File: src/rtl/imem_boot_ctrl.sv
// Instruction RAM boot loader and fetch front-end: fills the RAM from a UART
// byte stream (16-bit count, then little-endian words), then releases the CPU.
module imem_boot_ctrl #(
    parameter int ADDR_W  = 6,
    parameter int TIMEOUT = 1_000_000
) (
    input  logic              clk,
    input  logic              reset_n,
    input  logic              rx_valid,
    input  logic [7:0]        rx_data,
    input  logic              reload,
    input  logic [31:0]       fetch_addr,
    output logic [31:0]       fetch_rd,
    output logic              fetch_valid,
    output logic [ADDR_W-1:0] mem_raddr,
    input  logic [31:0]       mem_rdata,
    output logic              mem_we,
    output logic [ADDR_W-1:0] mem_waddr,
    output logic [31:0]       mem_wdata,
    output logic              cpu_reset_n,
    output logic              load_busy,
    output logic              load_err,
    output logic [15:0]       words_loaded
);

    localparam logic [16:0] DEPTH   = 17'(2 ** ADDR_W);
    localparam logic [31:0] TO_LAST = 32'(TIMEOUT) - 32'd1;
    localparam bit          TO_EN   = (TIMEOUT != 0);

    typedef enum logic [2:0] {LEN0, LEN1, DATA, DONE, RUN} state_t;

    state_t              state_q, state_d;
    logic [15:0]         n_q, n_d;
    logic [15:0]         widx_q, widx_d;
    logic [1:0]          lane_q, lane_d;
    logic [23:0]         asm_q, asm_d;
    logic [31:0]         idle_q, idle_d;
    logic                we_q, we_d;
    logic [ADDR_W-1:0]   waddr_q, waddr_d;
    logic [31:0]         wdata_q, wdata_d;
    logic                err_q, err_d;
    logic [15:0]         words_q, words_d;
    logic                cpu_rst_n_q, cpu_rst_n_d;
    logic [ADDR_W-1:0]   praddr_q;
    logic                prun_q;
    logic [31:0]         word;
    logic                timeout_hit;

    always_comb begin
        state_d     = state_q;
        n_d         = n_q;
        widx_d      = widx_q;
        lane_d      = lane_q;
        asm_d       = asm_q;
        we_d        = 1'b0;
        waddr_d     = waddr_q;
        wdata_d     = wdata_q;
        err_d       = err_q;
        words_d     = words_q;
        word        = {rx_data, asm_q};
        timeout_hit = TO_EN && !rx_valid && (idle_q == TO_LAST);

        // Idle time only matters once a load has started (LEN1/DATA).
        if (rx_valid || !(state_q == LEN1 || state_q == DATA))
            idle_d = '0;
        else
            idle_d = idle_q + 32'd1;

        case (state_q)
            LEN0: begin
                if (!reload && rx_valid) begin
                    n_d     = {n_q[15:8], rx_data};
                    err_d   = 1'b0;
                    state_d = LEN1;
                end
            end
            LEN1: begin
                if (reload) begin
                    state_d = LEN0;
                end else if (rx_valid) begin
                    n_d     = {rx_data, n_q[7:0]};
                    words_d = '0;
                    widx_d  = '0;
                    lane_d  = '0;
                    state_d = ({rx_data, n_q[7:0]} == 16'd0) ? DONE : DATA;
                end else if (timeout_hit) begin
                    err_d   = 1'b1;
                    state_d = LEN0;
                end
            end
            DATA: begin
                if (reload) begin
                    state_d = LEN0;
                end else if (rx_valid) begin
                    lane_d = lane_q + 2'd1;
                    case (lane_q)
                        2'd0:    asm_d[7:0]   = rx_data;
                        2'd1:    asm_d[15:8]  = rx_data;
                        2'd2:    asm_d[23:16] = rx_data;
                        default: begin
                            // Words beyond the RAM are swallowed so the stream stays in sync.
                            if ({1'b0, widx_q} < DEPTH) begin
                                we_d    = 1'b1;
                                waddr_d = widx_q[ADDR_W-1:0];
                                wdata_d = word;
                                words_d = words_q + 16'd1;
                            end else begin
                                err_d = 1'b1;
                            end
                            widx_d = widx_q + 16'd1;
                            if (widx_q == n_q - 16'd1)
                                state_d = DONE;
                        end
                    endcase
                end else if (timeout_hit) begin
                    err_d   = 1'b1;
                    state_d = LEN0;
                end
            end
            DONE: begin
                state_d = reload ? LEN0 : RUN;
            end
            RUN: begin
                if (reload) begin
                    state_d = LEN0;
                    words_d = '0;
                end
            end
            default: state_d = LEN0;
        endcase

        // CPU leaves reset one cycle after RUN is entered and drops with reload.
        cpu_rst_n_d = (state_q == RUN) && !reload;
    end

    always_ff @(posedge clk or negedge reset_n) begin
        if (!reset_n) begin
            state_q     <= LEN0;
            n_q         <= '0;
            widx_q      <= '0;
            lane_q      <= '0;
            asm_q       <= '0;
            idle_q      <= '0;
            we_q        <= 1'b0;
            waddr_q     <= '0;
            wdata_q     <= '0;
            err_q       <= 1'b0;
            words_q     <= '0;
            cpu_rst_n_q <= 1'b0;
            praddr_q    <= '0;
            prun_q      <= 1'b0;
        end else begin
            state_q     <= state_d;
            n_q         <= n_d;
            widx_q      <= widx_d;
            lane_q      <= lane_d;
            asm_q       <= asm_d;
            idle_q      <= idle_d;
            we_q        <= we_d;
            waddr_q     <= waddr_d;
            wdata_q     <= wdata_d;
            err_q       <= err_d;
            words_q     <= words_d;
            cpu_rst_n_q <= cpu_rst_n_d;
            praddr_q    <= mem_raddr;
            prun_q      <= (state_q == RUN);
        end
    end

    logic unused_fetch_bits;
    assign unused_fetch_bits = ^{fetch_addr[31:ADDR_W+2], fetch_addr[1:0]};

    assign mem_raddr    = fetch_addr[ADDR_W+1:2];
    assign fetch_rd     = mem_rdata;
    assign fetch_valid  = (state_q == RUN) && prun_q && (praddr_q == mem_raddr);
    assign mem_we       = we_q;
    assign mem_waddr    = waddr_q;
    assign mem_wdata    = wdata_q;
    assign cpu_reset_n  = cpu_rst_n_q;
    assign load_busy    = (state_q != RUN);
    assign load_err     = err_q;
    assign words_loaded = words_q;

endmodule

File: config.mk
export PLATFORM = sky130hd
export DESIGN_NAME = imem_boot_ctrl
export DESIGN_NICKNAME = d
export VERILOG_FILES = /design/src/rtl/imem_boot_ctrl.sv
export SDC_FILE = /design/constraint.sdc
export NUM_CORES = 1
export LEC_CHECK = 0
export ABC_AREA = 1
export BUFFER_PORTS_ARGS = -buffer_cell sky130_fd_sc_hd__buf_2
export CELL_PAD_IN_SITES_DETAIL_PLACEMENT = 1
export CELL_PAD_IN_SITES_GLOBAL_PLACEMENT = 1
export CORE_MARGIN = 3
export CORE_UTILIZATION = 37
export CTS_BUF_LIST = sky130_fd_sc_hd__clkbuf_4 sky130_fd_sc_hd__clkbuf_8
export DETAILED_ROUTE_END_ITERATION = 8
export PLACE_DENSITY_LB_ADDON = 0.1
export SYNTH_ARGS = -nofsm -noshare
export SYNTH_HDL_FRONTEND = slang
export SYNTH_SLANG_ARGS = --single-unit
File: constraint.sdc
create_clock -name clk -period 1.8 [get_ports clk]
set_input_delay 0.36 -clock clk [delete_from_list [all_inputs] [get_ports clk]]
set_output_delay 0.36 -clock clk [all_outputs]
set_load 0.01 [all_outputs]
-- After elaboration in Yosys (flattened, before gate mapping)
Cells that the tools add are included.
- mux-type cells: 48
- order comparisons: 1
- bitwise operators: 4
- equal/unequal tests: 23
- reduce and logical (&&, ||, !) cells: 28
- $add $sub $neg: 5
- operators by type and width (operator ; count):
    16-bit two-way mux ; 12
    16-bit one-hot mux with 2 select lines ; 2
    16-bit one-hot mux with 3 select lines ; 1
    16-bit by 1-bit adder with 16-bit output (second input constant) ; 2
    32-bit by 1-bit adder with 32-bit output (second input constant) ; 1
    32-bit by 20-bit == test with 1-bit output (second input constant) ; 1
    32-bit two-way mux ; 1
    3-bit two-way mux ; 10
    4-bit AND reduction ; 5
    16-bit == test ; 1
    16-bit logical NOT ; 1
    16-bit by 7-bit < comparator with 1-bit output (second input constant) ; 1
    2-bit != test (second input constant) ; 8
    16-bit by 1-bit subtractor with 16-bit output (second input constant) ; 1
    3-bit one-hot mux with 5 select lines ; 1
    1-bit two-way mux ; 14
    5-bit AND reduction ; 2
    3-bit != test (second input constant) ; 3
    2-bit two-way mux ; 4
    8-bit two-way mux ; 1
    8-bit AND reduction ; 1
    7-bit AND reduction ; 1
    3-bit by 2-bit == test with 1-bit output (second input constant) ; 2
    6-bit == test ; 1
    other kinds (21) ; 32
- register bits: 157

-- Logic depth before layout (Yosys ltp)
Gate-level depths: netlist of run 1.
- depth in word-level cells: 7
- depth in mapped cells: 15

-- Least setup slack after synthesis of run 1
OpenSTA, ideal clock, no wires.
- kind: register -> register
- start: reg idle_q[0]
- end: reg idle_q[30]
- cell stages (with the launch flop): 13
- setup slack: -0.036 ns
- arrival: 1.717 ns
- path buffers: 0
- period minus slack after synthesis: 1.836 ns
- setup time: 0.119 ns
- required time: 1.681 ns
- path through: dfrtp_1 ha_1 nand2_1 nor2_1 nand2_1 nor3_2 nand2_1 inv_1 nand3_1 nor3_1 nand3_1 nand2_1 nor2_1
- cells in the longest elaborated chain, start to end: 2
- RTL lines (item ; line ; RTL):
    from (decl) ; 37 ; logic [31:0] idle_q, idle_d;
    from (signal assigned) ; 158 ; idle_q <= idle_d;
    32-bit by 1-bit adder with 32-bit output ; 67 ; idle_d = idle_q + 32'd1;
    32-bit two-way mux ; 64 ; if (rx_valid || !(state_q == LEN1 || state_q == DATA))
    named net idle_d[30] ; 37 ;
The timed path passes the listed nets, and every way through them passes these cells.
A chain may end at the register's enable or synchronous reset.

-- Final worst setup path of run 1
- start: reg state_q[0]
- end: out fetch_valid
- cells in the longest elaborated chain, start to end: 3
- RTL lines (item ; line ; RTL):
    from (decl) ; 32 ; state_t state_q, state_d;
    from (signal assigned) ; 153 ; state_q <= state_d;
    3-bit == test ; 175 ; assign fetch_valid = (state_q == RUN) && prun_q && (praddr_q == mem_raddr);
    1-bit logical AND (2 in a row) ; 175 ;
    to (decl) ; 14 ; output logic fetch_valid,
Every way passes these cells.

==> impl_metrics.tcl, run 1 <==
set metrics [dict create \
    gp_congestion 0.842 \
    period_share_pct 113 \
    crit_path_max_fanout 2 \
    ctsHtreeMaxLevel 4 \
    cts.clk_slew.worst_paths_ps 100 \
    crit_top_cell "buf_6" \
    relSlewSlack_pct 65.6 \
    dieWidth_um 154 \
    syn_area_per_cell_sq_um 7.87 \
    setup_viol 72 \
    synth_enable_flop_cells 0 \
    cts_tree "built" \
    coreArea_sq_um 21200 \
    pin_count 173 \
    path_buf_inv 4 \
    wl_per_cell_um 17.6 \
    synth-compound-area-share_pct 9.40 \
    synth.distinct_cells 40 \
    required_ps 1440 \
    die_area_sq_um 23600 \
    crit_family "buffers and inverters" \
    synth_area_leaders "dfrtp_1 49%, nand2_1 13%, inv_1 5.4%, nor2_1 4.2%, o21ai_0 3.6%" \
    synth_xor_area_share_pct 2.56 \
    yosysMostFrequentCell "nand2_1" \
    run_status "finished, violations left" \
    grt_pass1_vias 7757 \
    synthMuxAreaShare_pct 0 \
    drive_gt1_share_pct 38.2 \
    synth_area_leader_cell "dfrtp_1" \
    synth_cells 1026 \
    max_clock_freq_mhz 492 \
    worstMarginPinSlew_ps 512 \
    clockBufferDepth 2 \
    fin_crit_ps 2030 \
    n_fill_cell 2567 \
    grt_max_degree 53 \
    antenna_left 0 \
    violations "negative setup slack" \
    drtIter0Drc 332 \
    via_count 7642 \
    path_class "reg -> out" \
    n_antenna_cell 0 \
    grt_pass1_wl_um 39800 \
    start_util_pct 38.1 \
    cts_buffers 17 \
    grt_util_all_layers_pct 20.5 \
    skew_ps 16.1 \
    clkSinkCount 157 \
    routed_wl_um 26800 \
    p_leak_uw 0.00555 \
    hold_class "in -> reg" \
    synthAdderAreaFrac_pct 1.24 \
    ys_warn_count 0 \
    rsz0062_at_grt "true" \
    die-height_um 154 \
    cellPowerDensity_nw_per_um2 1020 \
    synth.top_cell.area_share_pct 48.6 \
    hold_viol_final 0 \
    peakVddDrop_v 0.000548 \
    setup_ws_ps -234 \
    drt-pass1-iter-count 4 \
    total_power_uw 11600 \
    ys_async_sr_fraction_pct 100 \
    io_buffers 82 \
    synth_top_family_by_area "simple AND/OR/NAND/NOR gates" \
    grt-ovfl-total 0 \
    yosysSeqAreaShare_pct 48.6 \
    crit_path_start_kind "register" \
    ys.flop_type "dfrtp_1" \
    rows 53 \
    cpPeakStageDelay_ps 400 \
    drcViolationCount 0 \
    clock-root-buffer "clkbuf_8" \
    area_growth_pct 40.8 \
    fin_nets 1315 \
    multiInputGateArea_sq_um 4240 \
    maxCapViolCount 0 \
    dp_hpwl_um 17600 \
    syn-num-nets 1110 \
    arrival_ps 1670 \
    path_cells "buf_6 > buf_6 > nor3_4 > buf_6 > nand4_1 > nor2_1 > buf_2" \
    syn_area_sq_um 8080 \
    synth_seq_cells 157 \
    netlist_top_cells_count "276 x nand2_1, 157 x dfrtp_1, 117 x inv_1" \
    seq_area_sq_um 3930 \
    antenna_found_initial 0 \
    vias_per_cell 5.03 \
    clkLatencyLatePin_ps 470 \
    cp-end-kind "output port" \
    pre_cts_slack_ps -194 \
    drv_slew 0 \
    synth_simple_gate_area_share_pct 27.7 \
    critPathSlowestCell "dfrtp_1" \
]
==> layout make-up <==
class,count,share of cell area [%]
well taps,275,3.03
clock inverters,15,1.50
inverters,126,4.41
repair buffers,244,17.2
multi-input cells,685,37.3
clock buffers,17,2.06
flip-flops and latches,157,34.6
==> routing by layer <==
layer / part of all wire, % / global-route usage (%)
met1: 44 / 27.0
met2: 52 / 35.9
met3: 2.7 / 3.46
met4: 1.2 / 4.21
met5: 0 / 0
==> cells in the final DEF, fill, tap and decap left out, drive strengths merged, types with 2 or more instances in the layout <==
master,n
o31ai,7
inv,133
a221oi,3
nand2,278
xor2,13
clkinv,7
buf,235
dfrtp,157
dlygate4sd3,3
clkbuf,23
a31oi,3
nor2,99
nand3,58
ha,8
nor3,38
nor4,12
nand4,26
o21ai,83
a21oi,35
nand3b,2
o22ai,3
xnor2,8
==> kinds of logic after synthesis <==
logic type	count (synthesis)
AO/OA/AOI/OAI	140
XOR/XNOR	22
adder cells (fa/ha/maj)	8
buffers and inverters	184
flip-flops	157
AND/OR/NAND/NOR	515
==> path summary, 6_finish.rpt <==
| path | start | endpoint | slack, ps | depth (start not counted) |
|---|---|---|---|---|
| max in group asynchronous | reset_n | idle_q[26]$_DFF_PN0_ | 830 | 3 |
| min in group asynchronous | reset_n | asm_q[12]$_DFFE_PN0P_ | 340 | 2 |
| setup reg to reg | state_q[0]$_DFFE_PN0P_ | mem_wdata[31]$_DFFE_PN0P_ | -210 | 13 |
| setup / recovery | state_q[0]$_DFFE_PN0P_ | fetch_valid | -230 | 7 |
| hold / removal | fetch_addr[2] | praddr_q[0]$_DFF_PN0_ | 30 | 1 |
| hold reg to reg | asm_q[3]$_DFFE_PN0P_ | mem_wdata[3]$_DFFE_PN0P_ | 480 | 2 |
==> through the flow <==
stage / hold WS, ps / setup TNS (ps) / util (%) / instance area [sq um] / cells
3_5_place_dp: 292 / -1400 / 44.0 / 9330 / 1432
6_report: 31.2 / -8400 / 53.6 / 11400 / 1519
3_3_place_gp: 292 / -457 / 44.0 / 9330 / 1432
4_1_cts: 1.02 / -948 / 47.9 / 10200 / 1482
2_1_floorplan: 64.4 / -18.9 / - / 8090 / 1026
5_1_grt: 11.6 / -16420 / 53.6 / 11400 / 1519
==> state kept, by name, summed over array words and instances (netlist names) <==
register / flops
prun_q: 1
mem_we: 1
asm_q: 24
idle_q: 32
words_loaded: 16
cpu_reset_n: 1
lane_q: 2
praddr_q: 6
state_q: 3
n_q: 16
widx_q: 16
load_err: 1
mem_waddr: 6
mem_wdata: 32
==> power breakdown <==
group	switching (uW)	leakage [uW]	internal, uW
logic	2580	0.00321	1960
registers	379	0.00213	3970
clock network	1690	0.000206	1060
==> what timing repair did <==
item / in CTS / in global routing
pin swaps: 34 / 60
endpoints found under the hold margin: 35 / 0
hold buffers: 3 / 0
gates resized for setup: 76 / 219
gates cloned: 0 / 10
buffers inserted: 16 / 31
setup endpoints to repair: 27 / 111
Note: power is estimated with default switching activity, not from simulation.
==> inputs of run 2 (changes only) <==
--- a/config.mk
+++ b/config.mk
@@ -10,7 +10,7 @@
 export CELL_PAD_IN_SITES_DETAIL_PLACEMENT = 1
 export CELL_PAD_IN_SITES_GLOBAL_PLACEMENT = 1
 export CORE_MARGIN = 3
-export CORE_UTILIZATION = 37
+export CORE_UTILIZATION = 41
 export CTS_BUF_LIST = sky130_fd_sc_hd__clkbuf_4 sky130_fd_sc_hd__clkbuf_8
 export DETAILED_ROUTE_END_ITERATION = 8
 export PLACE_DENSITY_LB_ADDON = 0.1
==> constraint.sdc (replaced) <==
create_clock -name clk -period 1.9 [get_ports clk]
set_input_delay 0.19 -clock clk [delete_from_list [all_inputs] [get_ports clk]]
set_output_delay 0.19 -clock clk [all_outputs]
set_load 0.01 [all_outputs]
==> run 2 against run 1 <==
Effect of this change: the run still ends with negative setup slack left; register-to-register slack improved by 150 ps; worst hold slack improved by 7.2 ps; non-clock buffer count decreased by 65; routed wire length decreased by 11%; critical path depth increased by 6; via count decreased by 4.4%; combinational power decreased by 17%; sequential share of layout area increased by 4.1 points; die area decreased by 9.4%.
==> impl_metrics.tcl, run 2 (synthesis gave the netlist of run 1 again) <==
set metrics [dict create \
    peakVddDrop_v 0.000562 \
    finalSetupTns_ps -201 \
    grt_util_all_layers_pct 21.9 \
    path_class "reg -> reg" \
    wl_per_cell_um 16.5 \
    max_clock_freq_mhz 509 \
    gp_congestion 0.851 \
    skew_ps 21.9 \
    vias_per_cell 5.07 \
    hold_viol_final 0 \
    violations "negative setup slack" \
    ctsHtreeMaxLevel 4 \
    clock-root-buffer "clkbuf_8" \
    final_cell_mix "266 x nand2_1, 156 x dfrtp_1, 106 x inv_1" \
    die-height_um 146 \
    multiInputGateArea_sq_um 3690 \
    io_buffers 82 \
    cts.clk_slew.worst_paths_ps 100 \
    dieWidth_um 146 \
    drtIter0Drc 280 \
    holdWs_ps 38.4 \
    via_count 7304 \
    cp-end-kind "register" \
    total_power_uw 10500 \
    grt_max_degree 51 \
    clockBufferDepth 2 \
    grt-ovfl-total 0 \
    drt-pass1-iter-count 5 \
    run_status "finished, violations left" \
    antenna_found_initial 0 \
    maxCapViolCount 0 \
    crit_path_max_fanout 6 \
    setup_viol 8 \
    relSlewSlack_pct 63.5 \
    n_fill_cell 2366 \
    fin_crit_ps 1960 \
    required_ps 2290 \
    drv_slew 0 \
    worstMarginPinSlew_ps 542 \
    pin_count 173 \
    rsz0062_at_grt "true" \
    p_leak_uw 0.00493 \
    rows 50 \
    clkSinkCount 157 \
    cellPowerDensity_nw_per_um2 1030 \
    coreArea_sq_um 19000 \
    grt_pass1_wl_um 38400 \
    area_growth_pct 26.0 \
    grt_pass1_vias 7465 \
    start_util_pct 42.5 \
    antenna_left 0 \
    drive_gt1_share_pct 25.8 \
    final_common_cell "nand2_1" \
    pre_cts_slack_ps -62.0 \
    fin_nets 1251 \
    final_cells 1440 \
    dp_hpwl_um 16500 \
    crit_path_start_kind "register" \
    cts_tree "built" \
    cts_buffers 17 \
    routed_wl_um 23800 \
    die_area_sq_um 21400 \
    hold_class "in -> reg" \
    clkLatencyLatePin_ps 470 \
    seq_area_sq_um 3930 \
    period_share_pct 103 \
    arrival_ps 2360 \
    setup_ws_ps -63.6 \
    drcViolationCount 0 \
    n_antenna_cell 0 \
    dp_cells 1371 \
]
[run 2: changes by cell type in the layout (fill, tap and decap cells not counted), moves of 7 or more]
| cell | change |
|---|---|
| nand2_1 | +65 |
| o21ai_0 | +7 |
| nand2_4 | -23 |
| buf_4 | -46 |
| nand2_2 | -42 |
| buf_6 | -18 |
| nor2_1 | +9 |
[run 2: per-layer routing]
| metal | track usage [%] | wire length [um] | vias up |
|---|---|---|---|
| met1 | 30.3 | 11200 | 3609 |
| met4 | 4.00 | 231 | 0 |
| met3 | 3.72 | 618 | 24 |
| met2 | 37.0 | 11700 | 96 |
| met5 | 0 | 0 | - |
| li1 | - | - | 3575 |
[run 2: final timing paths]
path,depth (start not counted),slack (ps),start,endpoint
worst max-delay path,13,-60,state_q[0]$_DFFE_PN0P_,widx_q[14]$_DFFE_PN0P_
worst min-delay path,3,40,rx_data[7],n_q[7]$_DFFE_PN0P_
worst max register to register,13,-60,state_q[0]$_DFFE_PN0P_,widx_q[14]$_DFFE_PN0P_
worst min register to register,2,470,asm_q[23]$_DFFE_PN0P_,mem_wdata[23]$_DFFE_PN0P_
max in group asynchronous,3,1040,reset_n,state_q[1]$_DFFE_PN0P_
min in group asynchronous,2,220,reset_n,mem_wdata[9]$_DFFE_PN0P_
[run 2: per-stage QoR]
step	utilization, %	instance area, sq um
2_1_floorplan	-	8080
3_3_place_gp	47.2	8970
3_5_place_dp	47.2	8970
4_1_cts	50.6	9620
5_1_grt	53.5	10200
6_report	53.5	10200
[run 2: power by group]
group / total, uW / internal (uW) / switching, uW / leakage (uW)
Combinational: 3750 / 1610 / 2140 / 0.00260
Sequential: 4130 / 3760 / 366 / 0.00213
Clock: 2600 / 1020 / 1570 / 0.000205
[run 2: worst max-delay path, cell delays in order (launching register included)]
cell	delay, ps
dfrtp_1	400
buf_4	190
nand3_4	100
nand2_4	100
nand2_4	60
nor2_4	170
nand3_4	110
nor2_4	160
nand2_2	90
nor2_4	140
inv_2	70
nor2_4	120
nand2_2	70
a21oi_2	120
[run 2: repair_timing]
| action | 4_1_cts | 5_1_grt |
|---|---|---|
| hold endpoints to repair | 56 | 0 |
| gates resized for setup | 21 | 99 |
| gates cloned | 0 | 4 |
| endpoints found under the setup margin | 21 | 80 |
| pin swaps | 11 | 28 |
| hold buffers | 9 | 0 |
| buffers inserted | 7 | 19 |
[run 2: final cells by class]
class | instances | share of cell area, %
Clock inverter | 15 | 1.86
Tap cell | 260 | 3.20
Sequential cell | 157 | 38.6
Clock buffer | 17 | 2.30
Timing Repair inverter | 1 | 0.0615
Timing Repair Buffer | 179 | 12.9
Inverter | 126 | 4.83
Multi-Input combinational cell | 685 | 36.3
